## src/rtl/voice_allocator_pkg.sv

```systemverilog
// Shared definitions for the voice allocator slice.
//  - MIDI field widths (shared with the SPI front end and the voice controller)
//  - FSM state encoding for the allocator
//  - Latched MIDI event record
package voice_allocator_pkg;

    localparam int MIDI_NOTE_W = 7;
    localparam int MIDI_VEL_W  = 7;

    typedef enum logic [1:0] {
        ST_IDLE   = 2'd0,
        ST_SCAN   = 2'd1,
        ST_DECIDE = 2'd2,
        ST_ISSUE  = 2'd3
    } alloc_state_t;

    // note_on holds the *effective* direction: a note-on with velocity 0
    // is already folded into a note-off when the event is latched.
    typedef struct packed {
        logic                   note_on;
        logic [MIDI_NOTE_W-1:0] note;
        logic [MIDI_VEL_W-1:0]  velocity;
    } midi_evt_t;

endpackage

```

## src/rtl/voice_allocator_if.sv

```systemverilog
// Bus between the event source / voice controller side and the allocator.
//  Event side : evt_valid, evt_note_on, evt_note, evt_velocity -> allocator,
//               evt_ready, evt_overflow <- allocator, overflow_clr -> allocator
//  Command side: cmd_valid, cmd_note_on, cmd_voice, cmd_note, cmd_velocity,
//               cmd_steal <- allocator, cmd_ready -> allocator
//  Status     : voice_active occupancy bitmap <- allocator
//  modport slave  = the allocator, modport master = its environment.
interface voice_allocator_if #(
    parameter int NUM_VOICES = 8
);
    import voice_allocator_pkg::*;

    localparam int VOICE_W = $clog2(NUM_VOICES);

    logic                   evt_valid;
    logic                   evt_note_on;
    logic [MIDI_NOTE_W-1:0] evt_note;
    logic [MIDI_VEL_W-1:0]  evt_velocity;
    logic                   evt_ready;
    logic                   evt_overflow;
    logic                   overflow_clr;

    logic                   cmd_valid;
    logic                   cmd_ready;
    logic                   cmd_note_on;
    logic [VOICE_W-1:0]     cmd_voice;
    logic [MIDI_NOTE_W-1:0] cmd_note;
    logic [MIDI_VEL_W-1:0]  cmd_velocity;
    logic                   cmd_steal;

    logic [NUM_VOICES-1:0]  voice_active;

    modport slave (
        input  evt_valid, evt_note_on, evt_note, evt_velocity, overflow_clr, cmd_ready,
        output evt_ready, evt_overflow, cmd_valid, cmd_note_on, cmd_voice, cmd_note,
               cmd_velocity, cmd_steal, voice_active
    );

    modport master (
        output evt_valid, evt_note_on, evt_note, evt_velocity, overflow_clr, cmd_ready,
        input  evt_ready, evt_overflow, cmd_valid, cmd_note_on, cmd_voice, cmd_note,
               cmd_velocity, cmd_steal, voice_active
    );

endinterface

```

## src/rtl/voice_allocator_slot_table.sv

```systemverilog
// voice_slot_table: per-slot active/note/age state.
//  clk, reset          : clock, asynchronous active-high reset
//  i_rd_idx            : read port address (scan index)
//  o_rd_active/note/age: read port data (combinational from the registers)
//  i_commit_*          : single commit port (slot, on/off, note)
//  o_active            : occupancy bitmap, bit i = slot i
module voice_slot_table
    import voice_allocator_pkg::*;
#(
    parameter int NUM_VOICES = 8,
    parameter int AGE_W      = 4,
    parameter int VOICE_W    = $clog2(NUM_VOICES)
) (
    input  logic                   clk,
    input  logic                   reset,
    input  logic [VOICE_W-1:0]     i_rd_idx,
    output logic                   o_rd_active,
    output logic [MIDI_NOTE_W-1:0] o_rd_note,
    output logic [AGE_W-1:0]       o_rd_age,
    input  logic                   i_commit_en,
    input  logic [VOICE_W-1:0]     i_commit_slot,
    input  logic                   i_commit_on,
    input  logic [MIDI_NOTE_W-1:0] i_commit_note,
    output logic [NUM_VOICES-1:0]  o_active
);

    localparam logic [AGE_W-1:0] AGE_MAX = '1;

    logic                   r_active [NUM_VOICES];
    logic [MIDI_NOTE_W-1:0] r_note   [NUM_VOICES];
    logic [AGE_W-1:0]       r_age    [NUM_VOICES];

    assign o_rd_active = r_active[i_rd_idx];
    assign o_rd_note   = r_note[i_rd_idx];
    assign o_rd_age    = r_age[i_rd_idx];

    generate
        for (genvar gi = 0; gi < NUM_VOICES; gi++) begin : g_slot
            logic w_hit;
            assign w_hit       = i_commit_en && (i_commit_slot == VOICE_W'(gi));
            assign o_active[gi] = r_active[gi];

            always_ff @(posedge clk or posedge reset) begin
                if (reset) begin
                    r_active[gi] <= 1'b0;
                    r_note[gi]   <= '0;
                    r_age[gi]    <= '0;
                end else if (w_hit) begin
                    r_active[gi] <= i_commit_on;
                    r_age[gi]    <= '0;
                    if (i_commit_on)
                        r_note[gi] <= i_commit_note;
                end else if (i_commit_en && i_commit_on && r_active[gi] &&
                             (r_age[gi] != AGE_MAX)) begin
                    // a note-on elsewhere ages every other sounding slot
                    r_age[gi] <= r_age[gi] + 1'b1;
                end
            end
        end
    endgenerate

endmodule

```

## src/rtl/voice_allocator.sv

```systemverilog
// voice_allocator: picks a voice slot for each MIDI note event.
//  clk, reset : clock, asynchronous active-high reset
//  bus        : voice_allocator_if.slave (event in, command out, occupancy,
//               overflow flag)
// Flow: IDLE latches an event, SCAN walks all slots one per cycle recording
// the first matching slot, the first free slot and the oldest active slot,
// DECIDE picks the target, ISSUE holds the command until cmd_ready.
module voice_allocator
    import voice_allocator_pkg::*;
#(
    parameter int NUM_VOICES = 8,
    parameter int AGE_W      = 4
) (
    input  logic                 clk,
    input  logic                 reset,
    voice_allocator_if.slave     bus
);

    localparam int                 VOICE_W  = $clog2(NUM_VOICES);
    localparam logic [VOICE_W-1:0] LAST_IDX = VOICE_W'(NUM_VOICES - 1);

    alloc_state_t r_state, w_state_next;

    midi_evt_t              r_evt;
    logic [VOICE_W-1:0]     r_scan_idx;
    logic                   r_match_found, r_free_found, r_old_found;
    logic [VOICE_W-1:0]     r_match_idx, r_free_idx, r_old_idx;
    logic [AGE_W-1:0]       r_old_age;

    logic                   r_cmd_on;
    logic [VOICE_W-1:0]     r_cmd_voice;
    logic [MIDI_NOTE_W-1:0] r_cmd_note;
    logic [MIDI_VEL_W-1:0]  r_cmd_vel;
    logic                   r_cmd_steal;
    logic                   r_overflow;

    logic                   w_latch_evt, w_scan_step, w_load_cmd, w_commit_en;
    logic                   w_rd_active;
    logic [MIDI_NOTE_W-1:0] w_rd_note;
    logic [AGE_W-1:0]       w_rd_age;
    logic [VOICE_W-1:0]     w_sel_voice;
    logic                   w_sel_steal;

    voice_slot_table #(
        .NUM_VOICES (NUM_VOICES),
        .AGE_W      (AGE_W),
        .VOICE_W    (VOICE_W)
    ) u_table (
        .clk           (clk),
        .reset         (reset),
        .i_rd_idx      (r_scan_idx),
        .o_rd_active   (w_rd_active),
        .o_rd_note     (w_rd_note),
        .o_rd_age      (w_rd_age),
        .i_commit_en   (w_commit_en),
        .i_commit_slot (r_cmd_voice),
        .i_commit_on   (r_cmd_on),
        .i_commit_note (r_cmd_note),
        .o_active      (bus.voice_active)
    );

    always_ff @(posedge clk or posedge reset) begin
        if (reset) r_state <= ST_IDLE;
        else       r_state <= w_state_next;
    end

    always_comb begin
        w_state_next = r_state;
        w_latch_evt  = 1'b0;
        w_scan_step  = 1'b0;
        w_load_cmd   = 1'b0;
        w_commit_en  = 1'b0;
        case (r_state)
            ST_IDLE: begin
                if (bus.evt_valid) begin
                    w_latch_evt  = 1'b1;
                    w_state_next = ST_SCAN;
                end
            end
            ST_SCAN: begin
                w_scan_step = 1'b1;
                if (r_scan_idx == LAST_IDX)
                    w_state_next = ST_DECIDE;
            end
            ST_DECIDE: begin
                // a release with no matching slot is dropped silently
                if (r_evt.note_on || r_match_found) begin
                    w_load_cmd   = 1'b1;
                    w_state_next = ST_ISSUE;
                end else begin
                    w_state_next = ST_IDLE;
                end
            end
            ST_ISSUE: begin
                if (bus.cmd_ready) begin
                    w_commit_en  = 1'b1;
                    w_state_next = ST_IDLE;
                end
            end
            default: w_state_next = ST_IDLE;
        endcase
    end

    // Target priority: matching note, then lowest free slot, then oldest.
    // Releases only reach ISSUE with a match, so they always take the first arm.
    always_comb begin
        w_sel_voice = r_old_idx;
        w_sel_steal = 1'b1;
        if (r_match_found) begin
            w_sel_voice = r_match_idx;
            w_sel_steal = 1'b0;
        end else if (r_free_found) begin
            w_sel_voice = r_free_idx;
            w_sel_steal = 1'b0;
        end
    end

    always_ff @(posedge clk or posedge reset) begin
        if (reset) begin
            r_evt         <= '0;
            r_scan_idx    <= '0;
            r_match_found <= 1'b0;
            r_free_found  <= 1'b0;
            r_old_found   <= 1'b0;
            r_match_idx   <= '0;
            r_free_idx    <= '0;
            r_old_idx     <= '0;
            r_old_age     <= '0;
            r_cmd_on      <= 1'b0;
            r_cmd_voice   <= '0;
            r_cmd_note    <= '0;
            r_cmd_vel     <= '0;
            r_cmd_steal   <= 1'b0;
            r_overflow    <= 1'b0;
        end else begin
            if (w_latch_evt) begin
                r_evt.note_on  <= bus.evt_note_on && (bus.evt_velocity != '0);
                r_evt.note     <= bus.evt_note;
                r_evt.velocity <= bus.evt_velocity;
                r_scan_idx     <= '0;
                r_match_found  <= 1'b0;
                r_free_found   <= 1'b0;
                r_old_found    <= 1'b0;
            end

            if (w_scan_step) begin
                r_scan_idx <= r_scan_idx + 1'b1;
                if (w_rd_active && (w_rd_note == r_evt.note) && !r_match_found) begin
                    r_match_found <= 1'b1;
                    r_match_idx   <= r_scan_idx;
                end
                if (!w_rd_active && !r_free_found) begin
                    r_free_found <= 1'b1;
                    r_free_idx   <= r_scan_idx;
                end
                // strict '>' keeps the lowest index on equal ages
                if (w_rd_active && (!r_old_found || (w_rd_age > r_old_age))) begin
                    r_old_found <= 1'b1;
                    r_old_idx   <= r_scan_idx;
                    r_old_age   <= w_rd_age;
                end
            end

            if (w_load_cmd) begin
                r_cmd_on    <= r_evt.note_on;
                r_cmd_voice <= w_sel_voice;
                r_cmd_note  <= r_evt.note;
                r_cmd_vel   <= r_evt.note_on ? r_evt.velocity : '0;
                r_cmd_steal <= r_evt.note_on && w_sel_steal;
            end

            // set has priority over clear
            if (bus.evt_valid && (r_state != ST_IDLE))
                r_overflow <= 1'b1;
            else if (bus.overflow_clr)
                r_overflow <= 1'b0;
        end
    end

    assign bus.evt_ready    = (r_state == ST_IDLE);
    assign bus.cmd_valid    = (r_state == ST_ISSUE);
    assign bus.cmd_note_on  = r_cmd_on;
    assign bus.cmd_voice    = r_cmd_voice;
    assign bus.cmd_note     = r_cmd_note;
    assign bus.cmd_velocity = r_cmd_vel;
    assign bus.cmd_steal    = r_cmd_steal;
    assign bus.evt_overflow = r_overflow;

endmodule
```

## src/flat_wrapper.sv

```systemverilog
// flat-port wrapper written by rule: the top's interface ports become plain ports
module voice_allocator_flat import voice_allocator_pkg::*;
#(
    parameter int NUM_VOICES = 8,
    parameter int AGE_W      = 4
)
  (clk, reset, bus_evt_valid, bus_evt_note_on, bus_evt_note, bus_evt_velocity, bus_overflow_clr, bus_cmd_ready, bus_evt_ready, bus_evt_overflow, bus_cmd_valid, bus_cmd_note_on, bus_cmd_voice, bus_cmd_note, bus_cmd_velocity, bus_cmd_steal, bus_voice_active);
  voice_allocator_if #(.NUM_VOICES(NUM_VOICES)) bus_i ();
  input  logic clk;
  input  logic reset;
  input wire logic [$bits(bus_i.evt_valid)-1:0] bus_evt_valid;
  input wire logic [$bits(bus_i.evt_note_on)-1:0] bus_evt_note_on;
  input wire logic [$bits(bus_i.evt_note)-1:0] bus_evt_note;
  input wire logic [$bits(bus_i.evt_velocity)-1:0] bus_evt_velocity;
  input wire logic [$bits(bus_i.overflow_clr)-1:0] bus_overflow_clr;
  input wire logic [$bits(bus_i.cmd_ready)-1:0] bus_cmd_ready;
  output wire logic [$bits(bus_i.evt_ready)-1:0] bus_evt_ready;
  output wire logic [$bits(bus_i.evt_overflow)-1:0] bus_evt_overflow;
  output wire logic [$bits(bus_i.cmd_valid)-1:0] bus_cmd_valid;
  output wire logic [$bits(bus_i.cmd_note_on)-1:0] bus_cmd_note_on;
  output wire logic [$bits(bus_i.cmd_voice)-1:0] bus_cmd_voice;
  output wire logic [$bits(bus_i.cmd_note)-1:0] bus_cmd_note;
  output wire logic [$bits(bus_i.cmd_velocity)-1:0] bus_cmd_velocity;
  output wire logic [$bits(bus_i.cmd_steal)-1:0] bus_cmd_steal;
  output wire logic [$bits(bus_i.voice_active)-1:0] bus_voice_active;
  assign bus_i.evt_valid = bus_evt_valid;
  assign bus_i.evt_note_on = bus_evt_note_on;
  assign bus_i.evt_note = bus_evt_note;
  assign bus_i.evt_velocity = bus_evt_velocity;
  assign bus_i.overflow_clr = bus_overflow_clr;
  assign bus_i.cmd_ready = bus_cmd_ready;
  assign bus_evt_ready = bus_i.evt_ready;
  assign bus_evt_overflow = bus_i.evt_overflow;
  assign bus_cmd_valid = bus_i.cmd_valid;
  assign bus_cmd_note_on = bus_i.cmd_note_on;
  assign bus_cmd_voice = bus_i.cmd_voice;
  assign bus_cmd_note = bus_i.cmd_note;
  assign bus_cmd_velocity = bus_i.cmd_velocity;
  assign bus_cmd_steal = bus_i.cmd_steal;
  assign bus_voice_active = bus_i.voice_active;
  voice_allocator #(.NUM_VOICES(NUM_VOICES), .AGE_W(AGE_W)) u_core (.clk(clk), .reset(reset), .bus(bus_i));
endmodule
```

## config.mk

```make
export PLATFORM = sky130hd
export DESIGN_NAME = voice_allocator_flat
export DESIGN_NICKNAME = d
export VERILOG_FILES = /design/src/rtl/voice_allocator_pkg.sv /design/src/rtl/voice_allocator_if.sv /design/src/rtl/voice_allocator_slot_table.sv /design/src/rtl/voice_allocator.sv /design/src/flat_wrapper.sv
export SDC_FILE = /design/constraint.sdc
export NUM_CORES = 1
export LEC_CHECK = 0
export ABC_AREA = 1
export CORE_MARGIN = 1
export CORE_UTILIZATION = 48
export DETAILED_ROUTE_END_ITERATION = 8
export PLACE_DENSITY = 0.67
export SYNTH_ARGS = -nofsm -noshare
export SYNTH_HDL_FRONTEND = slang
export SYNTH_SLANG_ARGS = --single-unit
```

## constraint.sdc

```tcl
create_clock -name clk -period 5 [get_ports clk]
set_input_delay 0.5 -clock clk [delete_from_list [all_inputs] [get_ports clk]]
set_output_delay 0.5 -clock clk [all_outputs]
set_load 0.02 [all_outputs]
```

After elaboration in Yosys (flattened, before gate mapping)
Cells that the tools add are included.
Word-level totals
  input port bits: 20
  register bits after elaboration: 152
  output and inout bits: 30
  word-level logic and storage cells: 196
Cells by class
  multiplexer cells: 55
  bitwise gates (word level): 1
  eq/ne operators: 23
  magnitude comparators: 2
  $add $sub $neg: 9
  reductions and logical operators: 64
Operators by type and width (count)
  $mux W4: 18
  $add A4 B1 Y4 const B: 8
  $logic_and A1 B1 Y1: 32
  $ne A4 B4 Y1 const B: 8
  $mux W1: 22
  $reduce_and A2 Y1: 11
  $reduce_bool A2 Y1: 11
  $bmux W7 S3: 1
  $mux W7: 3
  $eq A3 B3 Y1 const B: 5
  $bmux W4 S3: 1
  $mux W3: 4
  $mux W2: 4
  $pmux W2 S4: 1
  $eq A7 B7 Y1: 1
  $reduce_bool A7 Y1: 1
  $eq A3 B2 Y1 const B: 2
  $eq A2 B2 Y1 const B: 2
  $ge A4 B4 Y1 const B: 1
  $gt A4 B4 Y1: 1
  $logic_not A1 Y1: 4
  $ne A2 B2 Y1 const B: 2
  $not A3 Y4: 1
  $add A3 B1 Y3 const B: 1
  other kinds (8): 9

Longest topological paths before layout
Gate-level depths: netlist (run 1).
  depth after elaboration: 9
  gate-level depth with buffers: 18
  mapped depth without buffers: 14

Cells and area by module
A second synthesis (run 1) with hierarchy kept.
Unflattened totals
  cells, all modules: 1056
  area total of the unflattened synthesis: 7965.1 um2
By module, submodules not included
  voice_slot_table: sequential area each 2402.3 um2, area an instance 5455.2 um2, cells each 756, instances 1
  voice_allocator: sequential area each 1401.3 um2, area an instance 2509.9 um2, cells each 300, instances 1

Least setup slack after synthesis (run 1)
Ideal clock, no wire load.
  path type: register -> register
  from: reg u_core.r_scan_idx[0]
  to: reg u_core.r_old_idx[0]
  clock period less this slack: 2319 ps
  library setup time: 123 ps
  buffers on the path: 5
  data required time: 4877 ps
  setup slack: 2681 ps
  arrival: 2196 ps
  stages on the path, launching flop included: 19
  path through: dfrtp_1 -> buf_6 -> buf_6 -> buf_6 -> buf_2 -> a21oi_1 -> o21ai_0 -> nand3_1 -> nand2_1 -> ha_1 -> inv_1 -> a21oi_1 -> o21ai_0 -> o21ai_0 -> a21oi_2 -> nand2_2 -> buf_6 -> nand2_1 -> o21ai_1
Between the ends
  longest elaborated chain between the ends: 8
  elaborated cells on any way between the ends: 11
  those cells by class: 1 x order compare; 6 x mux; 1 x bitwise; 3 x reduce/logical
Ends and longest elaborated chain
  start: declaration: RTL line voice_allocator.sv:25  | logic [VOICE_W-1:0] r_scan_idx;
  start signal: assignment: RTL line voice_allocator.sv:147  | r_scan_idx <= r_scan_idx + 1'b1;
  $not A3 Y4 (not written as such): RTL line voice_allocator_slot_table.sv:33, voice_allocator_slot_table.sv:35
  $bmux W4 S3: RTL line voice_allocator_slot_table.sv:35  | assign o_rd_age = r_age[i_rd_idx];
  $mux W4 (not written as such) (2 in series): RTL line voice_allocator_slot_table.sv:35
  $gt A4 B4 Y1: RTL line voice_allocator.sv:157  | if (w_rd_active && (!r_old_found || (w_rd_age > r_old_age))) begin
  $logic_or A1 B1 Y1: RTL line voice_allocator.sv:157
  $logic_and A1 B1 Y1: RTL line voice_allocator.sv:157
  $reduce_and A2 Y1 (no source line)
  end signal: assignment: RTL line voice_allocator.sv:159  | r_old_idx <= r_scan_idx;
  end: declaration: RTL line voice_allocator.sv:27  | logic [VOICE_W-1:0] r_match_idx, r_free_idx, r_old_idx;
Parallel ways exist; a longest one is shown, timed or not. The select of a mux whose other input is x is not followed.
A chain may end at the register's enable or synchronous reset.

Worst setup path after layout (run 1)
  from: reg u_core.r_scan_idx[1]
  to: reg u_core.r_old_age[1]
Between the ends
  longest elaborated chain between the ends: 8
  elaborated cells on any way between the ends: 11
  those cells by class: 1 x order compare; 6 x mux; 1 x bitwise; 3 x reduce/logical
Ends and longest elaborated chain
  $not A3 Y4 (not written as such) *: RTL line voice_allocator_slot_table.sv:35
  $bmux W4 S3 *: RTL line voice_allocator_slot_table.sv:35
  $mux W4 (not written as such) * (2 in series): RTL line voice_allocator_slot_table.sv:35
  net u_core.u_table.o_rd_age[1]: RTL line voice_allocator_slot_table.sv:19  | output logic [AGE_W-1:0] o_rd_age,
  $gt A4 B4 Y1: RTL line voice_allocator.sv:157
  $logic_or A1 B1 Y1: RTL line voice_allocator.sv:157
  $logic_and A1 B1 Y1: RTL line voice_allocator.sv:157
  $reduce_and A2 Y1 (no source line)
  end signal: assignment: RTL line voice_allocator.sv:160  | r_old_age <= w_rd_age;
  end: declaration: RTL line voice_allocator.sv:28  | logic [AGE_W-1:0] r_old_age;
Mark *: on every way through the listed nets, which the timed path passes. The rest lies on a longest branch. The select of a mux whose other input is x is not followed.

==> results summary, run 1 <==
The flow ran to the end, and the final reports show no timing, DRC or antenna violations. For this run, the top clock speed supported by timing is 317 MHz. The H-tree level count is 4. The number of storage elements in the synthesis netlist is 152. The placer congestion estimate is 0.872. The global routing usage summed across all routing layers came out at 24.1%. The minimum clock period after layout came out at 3.15 ns. The number of setup buffers added after CTS came out at 0. The average via count per standard cell came out at 5.18. The die outline area is 16400 sq um.

STA puts the critical path data required time at 5.35 ns. The fill cell total of the finished layout is 1437. The worst hold path class is register to register. The number of antenna violations at the first check in global routing came out at 0. The buffering stage count on the worst path with inverters included came out at 1. The worst setup path is captured at a register. The total of buffers placed on input and output ports came out at 49. The leakage power summed over all cells is 4.11 nW.

After synthesis, the cell types taking the most area are sky130_fd_sc_hd__dfrtp_1 (50%), sky130_fd_sc_hd__nand2_1 (12%), sky130_fd_sc_hd__o21ai_0 (8.8%). The routed via count is 6168. The die width is 128 microns.

The main flop type after synthesis is sky130_fd_sc_hd__dfrtp_1. The number of hold buffers added after cts is 0. Leaving out fill and tap cells, the most frequent cells in the layout are sky130_fd_sc_hd__nand2_1 (236), sky130_fd_sc_hd__dfrtp_1 (152), sky130_fd_sc_hd__o21ai_0 (134), sky130_fd_sc_hd__inv_1 (114), sky130_fd_sc_hd__nand3_1 (86). At the pin with the least slew margin, the transition time is 1.05 ns. Sequential cells were found to cover 50.0% of the synthesized design area.

At the placement stage, the worst setup path has a slack of 1.88 ns. The detail-routed net length per standard cell is 15.3 microns. The average cell area after synthesis came out at 8.19 sq um. On the critical path, the stage with the largest delay is an instance of sky130_fd_sc_hd__dfrtp_1. The fraction of layout instances using a drive strength above 1 is 7.15%.

The total I/O pin count is 50. In this run the clock root is driven by a sky130_fd_sc_hd__clkbuf_16. The count of yosys warnings during synthesis came out at 0. After layout, the worst setup slack is 1.85 ns. In this run the tightest slew margin relative to its limit is 29.9%.

The total congestion overflow came out at 0. The combinational power share is 37.8%. Summing all multi-input logic gate instances after layout gives 3060 sq um. The largest fanout of any net on the critical path came out at 27.

The proportion of netlist area held by the largest area contributor is 50.0%. The final count of hold timing violations came out at 0. The initial core utilization came out at 49.7%. The distinct cell type count of the synthesized netlist is 37. The number of clock buffers inserted by TritonCTS came out at 17. Entering global routing, the biggest net connects 103 pins. The worst-case register-to-register setup slack came out at 1.85 ns. The total of max-cap violations came out at 0. The class of the most critical setup path is register to register. The internal portion of the total power is 3.25 mW. Counting every instance in the synthesized netlist gives 930. For this run, the detailed router's first-pass iteration total came to 5.

The post-synthesis net count is 964. The arrival time at the worst endpoint came out at 3.50 ns. Summed over all failing endpoints, the final setup total negative slack is 0 ns. The vertical die dimension came out at 128 microns. The net count of the finished layout came out at 1001.

Net switching is 40.8% of the power. The tree built by TritonCTS fans out to 152 sinks. The synthesized design contains 0 enable-type register cells.

The placeable core area is 15300 sq um. The clock slew at the register clock pins of the worst setup and hold paths is 0.07 ns. The total setup violations reported at the end of the flow came out at 0.

The first-pass GRT wire length is 30.3 mm. The number of nets still failing antenna checks after routing is 0. The number of pins with negative max-slew slack in the final report is 0. The post-synthesis async set-or-reset flop share came out at 100%. The final layout contains routed wiring with a total length of 18.2 mm. The largest single stage delay on the critical path is 1.01 ns. Leaving out fill and tap cells, the most frequent cell in the layout is sky130_fd_sc_hd__nand2_1. The dominant cell type by area after synthesis is sky130_fd_sc_hd__dfrtp_1. The area of the mapped netlist is 7610 sq um. Relative to the synthesized area, the layout overhead comes to 14.8%. The area taken by flip-flops and latches came out at 3800 sq um. The worst voltage drop across the vdd grid is 0.394 mV. After the first detailed-routing iteration, the DRC count stood at 498. The clock arrives with 0.00761 ns of skew. In this run the power spent charging and discharging nets is 2.23 mW. TritonCTS built the clock tree.

The cell area power density came out at 627 nW/um^2. STA classifies the critical path startpoint as a register. The longest clock path from root to sink contains 2 buffers. The wire-length estimate of the detail-placed layout is 12.4 mm. The row count came out at 45.

The number of global-route vias before repair came out at 5805. The residual DRC count came out at 0. In the finished design, the share of the clock period the worst path needs comes to 63.0%.

The count of instances resized after the clock tree is built is 0. Setup repair after global routing left no endpoint under its margin. The sequential power share came out at 37.1%. The signal on the critical path passes through inv_4 > a21oi_1 > o21ai_0 > nand2_1 > nor2_1 > a31oi_1 > ha_1 > a21oi_1 > o21ai_0 > o21ai_0 > a21oi_2 > nand2_2 > nor2_1 > a21oi_1. The portion of total power attributed to the clock network came out at 25.0%. The clock latency on the worst-skew pair came out at 0.43 ns.

The antenna diode count came out at 0. The top cell family by delay on the critical path is compound AO/OA/AOI/OAI gates.
==> power groups by stage <==
stage               Clock, mW  Sequential (mW)  Combinational (mW)
detailed placement          0             2.04                2.07
finish                   1.37             2.04                2.07
global placement            0             2.04                2.03
global route             1.44             2.09                2.37
CTS                      1.38             2.03                2.09
floorplan                   0             2.00                1.53
==> stage by stage <==
step	util [%]	hold slack, ns	power [mW]	instances	instance area [sq um]
floorplan	-	0.442	3.53	930	7610
global placement	53.0	0.456	4.07	1159	8110
detailed placement	53.0	0.458	4.11	1159	8110
CTS	57.1	0.475	5.50	1190	8740
global route	57.1	0.498	5.89	1190	8740
finish	57.1	0.472	5.48	1190	8740
==> layer usage <==
layer  track usage, %  wire, microns  part of all wire, %
met1             33.2           8650                   48
met3             5.09            665                  3.7
met2             39.0           8590                   47
met4             6.23            240                  1.3
met5                0              0                    0
==> state kept, by name, indices dropped and copies added (netlist names), 2 cells and up <==
signal                   flops
u_core.bus.cmd_velocity      7
u_core.r_free_idx            3
u_core.r_state               2
u_core.bus.cmd_voice         3
u_core.bus.cmd_note          7
u_core.r_old_age             4
u_core.r_scan_idx            3
u_core.u_table.o_active      8
u_core.r_match_idx           3
u_core.r_old_idx             3
u_core.u_table.r_age        32
u_core.r_evt                15
u_core.u_table.r_note       56
==> kinds of logic after synthesis <==
logic type	count (synthesis)	synth area share [%]
buf+inv	156	9.86
flops	152	50.0
compound gates	209	14.2
simple gates	395	23.2
xor+xnor	4	0.460
fa+ha+maj	14	2.30
==> synth_stat cells (2+ instances only) <==
library cell,number
sky130_fd_sc_hd__a21oi_1,38
sky130_fd_sc_hd__a31oi_1,4
sky130_fd_sc_hd__buf_2,8
sky130_fd_sc_hd__buf_6,20
sky130_fd_sc_hd__clkbuf_1,7
sky130_fd_sc_hd__dfrtp_1,152
sky130_fd_sc_hd__ha_1,14
sky130_fd_sc_hd__inv_1,115
sky130_fd_sc_hd__inv_2,3
sky130_fd_sc_hd__inv_4,2
sky130_fd_sc_hd__nand2_1,236
sky130_fd_sc_hd__nand2_2,10
sky130_fd_sc_hd__nand3_1,86
sky130_fd_sc_hd__nand4_1,2
sky130_fd_sc_hd__nor2_1,33
sky130_fd_sc_hd__nor2_2,3
sky130_fd_sc_hd__nor2_4,10
sky130_fd_sc_hd__nor3_1,6
sky130_fd_sc_hd__nor3b_1,3
sky130_fd_sc_hd__o211ai_1,3
sky130_fd_sc_hd__o21ai_0,134
sky130_fd_sc_hd__o21ai_1,22
sky130_fd_sc_hd__o31ai_1,3
sky130_fd_sc_hd__xnor2_1,2
sky130_fd_sc_hd__xor2_1,2
==> path summary, 6_finish.rpt <==
kind,depth (start not counted),from,end
worst max register to register,14,u_core.r_scan_idx[1],u_core.r_old_age[1]
worst min-delay path,2,u_core.r_evt[4],u_core.r_evt[4]
min in group asynchronous,2,reset,u_core.u_table.r_age[26]
worst min register to register,2,u_core.r_evt[4],u_core.r_evt[4]
max in group asynchronous,3,reset,u_core.u_table.r_note[3]
worst max-delay path,14,u_core.r_scan_idx[1],u_core.r_old_age[1]
==> final cells by class <==
cell class | instances | share of cell area, %
inverters | 121 | 5.31
multi-input cells | 622 | 35.0
well taps | 211 | 3.02
clock inverters | 11 | 1.96
repair buffers | 53 | 5.95
clock buffers | 20 | 5.22
flip-flops and latches | 152 | 43.5
==> worst reg2reg max path, stage by stage, from the launching register on <==
cell,delay [ns]
sky130_fd_sc_hd__dfrtp_1,1.01
sky130_fd_sc_hd__inv_4,0.31
sky130_fd_sc_hd__a21oi_1,0.19
sky130_fd_sc_hd__o21ai_0,0.10
sky130_fd_sc_hd__nand2_1,0.08
sky130_fd_sc_hd__nor2_1,0.04
sky130_fd_sc_hd__a31oi_1,0.23
sky130_fd_sc_hd__ha_1,0.29
sky130_fd_sc_hd__a21oi_1,0.14
sky130_fd_sc_hd__o21ai_0,0.08
sky130_fd_sc_hd__o21ai_0,0.10
sky130_fd_sc_hd__a21oi_2,0.09
sky130_fd_sc_hd__nand2_2,0.22
sky130_fd_sc_hd__nor2_1,0.07
sky130_fd_sc_hd__a21oi_1,0.13
No activity file was read; power rests on OpenSTA's default activity.
==> run 2, diff against run 1 <==
- clock period: 5 -> 2.96 ns (I/O delays scaled with it)
==> results summary, run 2 (synthesis results as in run 1) <==
The total setup violations reported at the end of the flow is 0. On the final layout, the worst clock skew is 0.00627 ns. In this run the clock root is driven by a sky130_fd_sc_hd__clkbuf_16. The arrival time at the worst endpoint came out at 2.93 ns. The cell area power density came out at 1050 nW/um^2. The post-detailed-placement half-perimeter wirelength is 12.3 mm. Global routing finished with a remaining overflow of 0. The worst-case headroom to the max-slew limit is 44.5%. The top cell types in the final layout, fill and taps aside, are sky130_fd_sc_hd__nand2_1 (236), sky130_fd_sc_hd__dfrtp_1 (151), sky130_fd_sc_hd__o21ai_0 (134), sky130_fd_sc_hd__inv_1 (114), sky130_fd_sc_hd__nand3_1 (86).

In the global route stage, overall resource usage came out at 24.1%. The number of global-route vias before repair came out at 5818. The number of buffers between clock root and the deepest sink is 2. The net count of the finished layout is 1009.

The fill cell total of the finished layout is 1450. The first global-routing pass estimated 29.9 mm of wire. The number of antenna diodes in the final layout is 0. The number of pins with negative max-slew slack in the final report came out at 0.

The buffering stage count on the worst path with inverters included came out at 1. The row count is 45. Among cell families on the critical path, the largest total delay comes from compound AO/OA/AOI/OAI gates. The placeable core area is 15300 sq um.

The initial core utilization is 49.7%. The total I/O pin count came out at 50. The routed via count came out at 6191. TritonCTS built the clock tree.

The die outline area is 16400 sq um. The worst hold margin came out at 0.143 ns. For this block, the initial DRC count from the detailed router was 395.

The first-pass detailed-route iteration total came out at 5. The area after detailed placement is 8180 sq um. In the final layout, the registers with the most flip-flops are u_core.u_table.r_note x56, u_core.u_table.r_age x32, u_core.r_evt x15. The final core utilization is 57.4%. The number of antenna violations at the first check in global routing was 0. Buffers placed on the I/O ports in this run total 49.

The die width came out at 128 microns. The detail-routed net length per standard cell is 14.9 microns. The flow ran to the end, and the final reports show no timing, DRC or antenna violations.

The H-tree level count is 4. The minimum clock period after layout is 2.57 ns. The finished layout cell area is 8790 sq um.

The vertical die dimension came out at 128 microns. The data required time at the worst endpoint is 3.33 ns. Buffers inserted during clock tree synthesis total 17. Of the cells placed in the final design, the portion with a size suffix greater than 1 is 8.20%. The total of max-cap violations is 0. At the end of routability-driven placement, the weighted congestion stood at 0.820.

The delay of the slowest critical-path stage is 0.62 ns. The slew at the pin closest to its max-slew limit came out at 0.820 ns. The largest individual stage delay along the critical path comes from the cell sky130_fd_sc_hd__dfrtp_1. The register with the most flip-flops in the layout has 56 of them. Relative to the synthesized area, the layout overhead comes to 15.4%. The sum of routed wire length over all layers came out at 17.8 mm. The worst-case register-to-register setup slack came out at 0.39 ns. The largest fanout of any net on the critical path came out at 18. The multi-input combinational cells in the finished layout cover a total of 3060 sq um.

The number of nets still failing antenna checks after routing is 0. The largest register by flop count is u_core.u_table.r_note. The leakage power summed over all cells is 4.13 nW. The class of the most critical setup path is register to register. In the routed layout, each cell is associated on average with a via count of 5.16. The number of sinks driven by the clock tree is 152. The number of hold buffers added after cts is 0. The final count of hold timing violations came out at 0. In this run the worst hold path is classified as primary input to async pin.

The clock slew at the register clock pins of the worst setup and hold paths is 0.06 ns. Entering global routing, the biggest net connects 96 pins. The library cell used most frequently in the layout, excluding fill and tap cells, is sky130_fd_sc_hd__nand2_1. Across the VDD grid, the largest voltage drop is 0.541 mV. Setup repair after global routing left no endpoint under its margin.

The maximum clock frequency came out at 390 MHz. The final-layout setup total negative slack is 0 ns. Summing all flip-flop and latch instances after layout gives 3800 sq um.

The residual DRC count is 0. Traced cell by cell, the critical path runs through inv_4 > a21oi_1 > o21ai_0 > nand2_1 > nor2_1 > a31oi_1 > ha_1 > a21oi_1 > o21ai_0 > o21ai_0 > a21oi_2 > nand2_2 > nor2_1 > a21oi_1. STA classifies the critical path endpoint as a register.

The startpoint type of the worst setup path is a register. The clock reaches the later pin of the worst-skew pair after 0.44 ns. The final critical-path share of the clock period came out at 86.7%.
-- run 2: repair_timing --
action                                  4_1_cts  5_1_grt
endpoints found under the setup margin        0        8
setup buffers                                 0        0
resized for setup                             0        1
-- run 2: where the power goes --
part / switching [mW] / leakage [nW] / total (mW) / internal, mW
combinational: 2.31 / 1.91 / 3.62 / 1.32
sequential: 0.583 / 1.93 / 3.36 / 2.77
clock: 0.936 / 0.288 / 2.22 / 1.28
-- run 2: cell type report --
class / count / area share, %
Clock buffer: 18 / 5.00
Clock inverter: 14 / 1.85
Inverter: 121 / 5.27
Multi-Input combinational cell: 622 / 34.8
Sequential cell: 152 / 43.3
Tap cell: 211 / 3.00
Timing Repair Buffer: 61 / 6.75
-- run 2: path summary, 6_finish.rpt --
path                                           end                 start  cells after the start
max                            u_core.r_old_age[1]  u_core.r_scan_idx[1]                     14
min                        u_core.u_table.r_age[2]                 reset                      2
max reg2reg                    u_core.r_old_age[1]  u_core.r_scan_idx[1]                     14
min reg2reg                        u_core.r_evt[5]       u_core.r_evt[5]                      2
max in group asynchronous    u_core.r_match_idx[1]                 reset                      3
min in group clk                   u_core.r_evt[8]       bus_evt_note[1]                      3
-- run 2: layer usage --
layer	routed length [microns]	vias up	global-route usage [%]
met5	0	-	0
met4	485	0	9.76
met3	527	34	4.59
li1	-	3112	-
met1	8740	2945	33.8
met2	8100	100	36.8
-- run 2: through the flow --
step / setup WS (ns) / instances / total power [mW]
2_1_floorplan: 0.641 / 930 / 5.96
3_3_place_gp: 0.427 / 1167 / 6.96
3_5_place_dp: 0.362 / 1167 / 7.01
4_1_cts: 0.340 / 1199 / 9.26
5_1_grt: 0.0164 / 1199 / 9.93
6_report: 0.393 / 1199 / 9.20
